<file path="src/rtl/print_channel_arbiter.sv">
// Round-robin arbiter sharing one log channel; emits a banner record after reset.
// Define PRINT_ARB_FWRITE_EN to have the block write each accepted record itself.
module print_channel_arbiter #(
  parameter int          NUM_REQ   = 4,
  parameter int          MSG_W     = 8,
  parameter int          ARG_W     = 64,
  parameter logic [7:0]  CORE_ID   = 8'd0,
  parameter logic [39:0] COMMIT_ID = 40'h0,
  parameter logic        DIRTY     = 1'b0
) (
  input  logic                       clock,
  input  logic                       reset_n,
  input  logic [NUM_REQ-1:0]         req_valid,
  output logic [NUM_REQ-1:0]         req_ready,
  input  logic [NUM_REQ*MSG_W-1:0]   req_msg,
  input  logic [NUM_REQ*ARG_W-1:0]   req_arg,
  output logic                       out_valid,
  input  logic                       out_ready,
  output logic [$clog2(NUM_REQ)-1:0] out_src,
  output logic                       out_banner,
  output logic [MSG_W-1:0]           out_msg,
  output logic [ARG_W-1:0]           out_arg,
  output logic [31:0]                out_stamp,
  output logic                       banner_done
);

  localparam int IW = $clog2(NUM_REQ);
  localparam logic [ARG_W-1:0] BANNER_ARG =
    ARG_W'({CORE_ID, DIRTY, 15'b0, COMMIT_ID});

  typedef enum logic [1:0] {
    S_BANNER = 2'd0,
    S_ARB    = 2'd1,
    S_SEND   = 2'd2
  } state_t;

  state_t        state;
  logic [IW-1:0] ptr;
  logic [31:0]   stamp_cnt;
  logic          found;
  logic [IW-1:0] win;
  int            idx;

  always_comb begin
    found = 1'b0;
    win   = '0;
    idx   = 0;
    for (int k = 0; k < NUM_REQ; k++) begin
      idx = int'(ptr) + k;
      if (idx >= NUM_REQ) idx = idx - NUM_REQ;
      if (!found && req_valid[idx]) begin
        found = 1'b1;
        win   = IW'(idx);
      end
    end
  end

  always_comb begin
    req_ready = '0;
    if (state == S_ARB && found) req_ready[win] = 1'b1;
  end

  always_ff @(posedge clock or negedge reset_n) begin
    if (!reset_n) begin
      state       <= S_BANNER;
      ptr         <= '0;
      stamp_cnt   <= '0;
      out_valid   <= 1'b1;
      out_banner  <= 1'b1;
      out_src     <= '0;
      out_msg     <= '1;
      out_arg     <= BANNER_ARG;
      out_stamp   <= '0;
      banner_done <= 1'b0;
    end else begin
      stamp_cnt <= stamp_cnt + 32'd1;
      unique case (state)
        S_BANNER: begin
          if (out_ready) begin
            banner_done <= 1'b1;
            out_valid   <= 1'b0;
            state       <= S_ARB;
          end
        end
        S_ARB: begin
          if (found) begin
            out_valid  <= 1'b1;
            out_banner <= 1'b0;
            out_src    <= win;
            out_msg    <= req_msg[int'(win)*MSG_W +: MSG_W];
            out_arg    <= req_arg[int'(win)*ARG_W +: ARG_W];
            out_stamp  <= stamp_cnt;
            state      <= S_SEND;
          end
        end
        S_SEND: begin
          if (out_ready) begin
            out_valid <= 1'b0;
            if (out_src == IW'(NUM_REQ - 1)) ptr <= '0;
            else                             ptr <= out_src + 1'b1;
            state <= S_ARB;
          end
        end
        default: state <= S_BANNER;
      endcase
    end
  end

`ifdef PRINT_ARB_FWRITE_EN
  always @(posedge clock) begin
    if (reset_n && out_valid && out_ready) begin
      if (out_banner)
        $write(
          "Core %d's Commit SHA is: %h, dirty: %d\n",
          CORE_ID, COMMIT_ID, DIRTY);
      else
        $write(
          "[%0d] src %0d msg %h arg %h\n",
          out_stamp, out_src, out_msg, out_arg);
    end
  end
`else
`endif

endmodule

</file>
<file path="config.mk">
export PLATFORM = sky130hd
export DESIGN_NAME = print_channel_arbiter
export DESIGN_NICKNAME = d
export VERILOG_FILES = /design/src/rtl/print_channel_arbiter.sv
export SDC_FILE = /design/constraint.sdc
export NUM_CORES = 1
export LEC_CHECK = 0
export ABC_CLOCK_PERIOD_IN_PS = 3700
export CORE_AREA = 4 4 155 157
export DETAILED_ROUTE_END_ITERATION = 12
export DIE_AREA = 0 0 159 161
export PLACE_DENSITY = 0.69
export REMOVE_ABC_BUFFERS = 1
export SLEW_MARGIN = 10
export SYNTH_ARGS = -nofsm -noshare
export SYNTH_HDL_FRONTEND = slang
export SYNTH_SLANG_ARGS = --single-unit
</file>
<file path="constraint.sdc">
create_clock -name clock -period 3.7 [get_ports clock]
set_clock_uncertainty 0.05 [all_clocks]
set_input_delay 1.11 -clock clock [delete_from_list [all_inputs] [get_ports clock]]
set_output_delay 1.11 -clock clock [all_outputs]
set_load 0.1 [all_outputs]
</file>
After elaboration in Yosys (flattened, before gate mapping). Cells that the tools add are included.

Register bits: 145. Input bits: 295. Output and inout port bits: 113. Word-level logic and storage cells: 86.

Add/subtract/negate cells: 9. Magnitude comparators: 10. Eq/ne operators: 5. Shift-type cells: 2. Multiplexer cells: 34. Reduce and logical (&&, ||, !) cells: 16.

Operator list (count): $shiftx A256 B9 Y64 (1); $lt A32 B4 Y1 const B (4); $mux W32 (4); $add A32 B1 Y32 const B (1); $shiftx A32 B6 Y8 (1); $mux W1 (15); $mux W2 (7); $sub A3 B3 Y4 const B (3); $ge A3 B3 Y1 const B (3); $bmux W1 S2 (4); $reduce_and A2 Y1 (4); $add A2 B2 Y3 const B (2); $logic_and A1 B1 Y1 (5); $eq A2 B2 Y1 const B (2); $mux W4 (1); $pmux W2 S2 (1); $sub A2 B3 Y4 const B (1); $add A2 B1 Y3 const B (1); $ge A2 B3 Y1 const B (1); $logic_not A1 Y1 (3); $lt A2 B3 Y1 const B (1); $reduce_and A3 Y1 (1); $add A2 B1 Y2 const B (1); $demux W1 S2 (1); other kinds (8) (8).

Logic depth before layout (Yosys ltp).
Depth after elaboration: 20. Depth in mapped cells: 7. Gate-level depth less buffers: 6.

Least setup slack after synthesis. No wires, ideal clock.

Path type: input to output. Start: input port req_valid[1]. End: output port req_ready[2]. Data arrival time: 3.157 ns. Data required time: 2.540 ns. Path slack: -0.617 ns. Stages on the path: 5. Buffers on the path: 1. Cells stage by stage: nor3b_1 -> a211oi_1 -> or3_1 -> clkbuf_1 -> nor2_1.

Cells in the longest elaborated chain, start to end: 18. Elaborated cells between the ends (all ways): 33. Classes of those cells: 2 x order compare; 23 x mux; 8 x reduce/logical.

RTL lines: start, declared (line 13) `input logic [NUM_REQ-1:0] req_valid,`; $bmux W1 S2 (line 51) `if (!found && req_valid[idx]) begin`; $mux W1 (not written as such) (2 in series) (line 51); $mux W1 (line 51); $logic_not A1 Y1 (line 51); $logic_and A1 B1 Y1 (line 51); $mux W1 (line 51); $logic_not A1 Y1 (line 51); $logic_and A1 B1 Y1 (line 51); $mux W1 (line 51); $logic_not A1 Y1 (line 51); $logic_and A1 B1 Y1 (line 51); $mux W2 (line 51); $lt A2 B3 Y1 (not written as such) / $ge A2 B1 Y1 (equally long branches) (line 60) `if (state == S_ARB && found) req_ready[win] = 1'b1;`; $logic_and A1 B1 Y1 (not written as such) (line 60); $mux W1 (not written as such) (line 60); $demux W1 S2 (line 60); $mux W4 (*) (line 60); end, declared (line 14) `output logic [NUM_REQ-1:0] req_ready,`.

Mark *: on every way between the ends. The rest lies on a longest branch, timed or not. The select of a mux whose other input is x is not followed.

Worst setup path after layout.
Start: input port req_valid[0]. End: output port req_ready[3].

The elaborated chain is that of the path after synthesis.

==> results.cfg <==
[status]
status = complete, no violations

[cts]
insertion_delay_ps = 410
postCtsHoldBufs = 0
cts_tree = built
clk_pin_slew_ps = 70
cts_buffer_depth = 2
tritoncts.num_buffers = 17
cts_sinks = 145
htreeDepth = 4
root_buffer = clkbuf_16

[layout]
regArea_sq_um = 3640
final_nets = 1399
nFillCells = 2010
multiInputGateArea_sq_um = 3560
final_cell_count_no_fill = 1404
syn_to_final_growth_pct = 66.5
final_layout_size_suffix_gt1_share_pct = 17.1
final_area_sq_um = 12300

[synthesis]
netlist_area_sq_um = 7380
yosys.area.top_type = dfrtp_1
postSynthCellCount = 702
ys_seq_area_share_pct = 49.3
synth_enable_flop_cells = 0
ys_ff_latch = 145
async_flop_share_pct = 100
yosysTopAreaCellShare_pct = 45.8
synthMostInstantiatedCell = nand2_1
ys_types = 35
synthTopCellsByArea = dfrtp_1 46%, mux2i_1 20%, nand2_1 9.6%
yosys_warnings = 0
yosys_most_used_dff = dfrtp_1
synthTopCellsByCount = 188 x nand2_1, 145 x mux2i_1, 135 x dfrtp_1
syn_area_per_cell_sq_um = 10.5

[timing]
relSlewSlack_pct = 38.3
max_freq_mhz = 276
drv_slew = 0
setup_violations = 0
period_share_pct = 98.1
finalHoldViolCount = 0
min_period_ps = 3630
worst_pin_slew_ps = 925
timing.hold.ws_ps = 417
setup_ws_ps = 72.0

[global_route]
grt_max_degree = 73
grt_pass1_vias = 7309
grt.overflow.total = 0
grt_pass1_wl_mm = 44.2
grt_antenna_before_repair = 6
track_usage_pct = 22.0

[critical_path]
cp-start-kind = input pin
crit_buf_inv = 2
r2r_slack_ps = 1310
endpoint_kind = output pin
r2r_end = out_arg[24]
reg2reg_from = ptr[1]
cp_slowest_cell = clkdlybuf4s50_1
path_delay_family = simple AND/OR/NAND/NOR gates
max_stage_delay_ps = 450
cp.required_ps = 2540
crit_chain = clkdlybuf4s50_1 -> nor2_2 -> a211oi_2 -> or3_4 -> nor2_4 -> buf_12
critPathMaxFanout = 4
crit_type = input pin to output pin
r2r_cells = 6
worst-endpoint-arrival_ps = 2470

[power]
leakagePower_nw = 5.91
powerDensity_nw_per_um2 = 824
ir_drop_v = 0.000359
total_power_mw = 10.1

[worst_hold_path]
min_path_type = flip-flop to flip-flop
min_to = out_valid
hp-start = out_valid
whs_path_depth = 2

[placement]
gp_congestion = 0.877
place_worst_setup_slack_ps = -253
dpl_cell_area_sq_um = 11600
dp_cells = 1368
io_buffers = 407
place_hpwl_mm = 22.1

[floorplan]
pin_count = 408
die_w_um = 159
dieHeight_um = 161
coreArea_sq_um = 22500
floorplan.initialDensity_pct = 32.8
dieArea_sq_um = 25600
fp-row-count = 55

[route]
first_iter_violations = 342
drt_wl_total_mm = 29.2
avgRoutedWirePerCell_um = 20.8
via_per_inst = 5.03
dr.pass1.iters = 4
ant_nets = 0
vias = 7061
drc = 0

[job]
maxCapViolCount = 0
## per-layer routing
metal | up-vias | part of all wire (%) | global-route usage [%]
li1 | 3306 | - | -
met1 | 3464 | 41 | 26.9
met2 | 248 | 50 | 37.5
met3 | 39 | 6.6 | 6.48
met4 | 4 | 2.4 | 6.98
met5 | - | 0.075 | 0
## cell families after synthesis
group	Yosys count	synth area share [%]
xor+xnor	30	3.56
mux	146	19.8
simple gates	245	13.7
buf+inv	49	3.46
fa+ha+maj	2	0.339
compound gates	85	9.73
flops	145	49.3
## worst max path at each step
stage	from	to	slack, ps	depth (start not counted)
finish	req_valid[0]	req_ready[3]	70	6
global route	req_valid[0]	req_ready[3]	-2	6
CTS	req_valid[0]	req_ready[3]	30	6
detailed placement	req_valid[3]	req_ready[3]	-250	6
global placement	req_valid[3]	req_ready[3]	-190	6
floorplan	req_valid[0]	req_ready[0]	-3180	4
## where the power goes
group,switching [mW],internal (mW)
Sequential,0.263,2.05
Clock,0.769,1.05
Combinational,4.42,1.57
Total,5.45,4.67
## registers in the layout, indices dropped and copies added, names as in the netlist
name         flops
out_arg         64
out_stamp       32
stamp_cnt       32
out_msg          8
out_src          2
ptr              2
state            2
banner_done      1
out_banner       1
out_valid        1
## layout by cell type, fill, tap and decap left out, types with 5 or more instances in the layout
cell type,netlist,final
o221ai_1,72,72
buf_4,0,122
nor2_1,18,13
buf_12,0,11
dfstp_2,10,10
inv_6,0,5
clkdlybuf4s50_1,0,291
mux2i_1,145,145
dfrtp_1,135,135
clkbuf_16,0,17
o21ai_0,5,5
nand4_1,7,7
nand2_1,188,188
xor2_1,13,13
xnor2_1,17,17
nand3_1,9,9
and3_1,5,5
## per-stage QoR
stage	utilization, %	TNS (ps)
4_1_cts	54.5	0
6_report	54.6	0
2_1_floorplan	-	-76860
3_5_place_dp	51.6	-711
3_3_place_gp	51.6	-576
5_1_grt	54.6	-2.44
## worst register-to-register path, cell delays in order (launching register included)
cell and delay [ps]:
dfrtp_1 470, nor3b_2 230, a211oi_2 70, buf_4 150, o21ai_4 160, buf_4 700, o221ai_1 360
## final cells by class
cell class,count,area share [%]
well taps,285,2.90
inverters,3,0.0917
clock buffers,18,3.58
clock inverters,14,1.49
diodes,4,0.0815
repair buffers,427,33.2
flip-flops and latches,145,29.6
multi-input cells,508,29.0
## timing repair
action	CTS	global route
gates resized for setup	11	2
buffers inserted	0	0
pin swaps	1	1
setup endpoints to repair	4	4
Note: power is estimated with default switching activity, not from simulation.
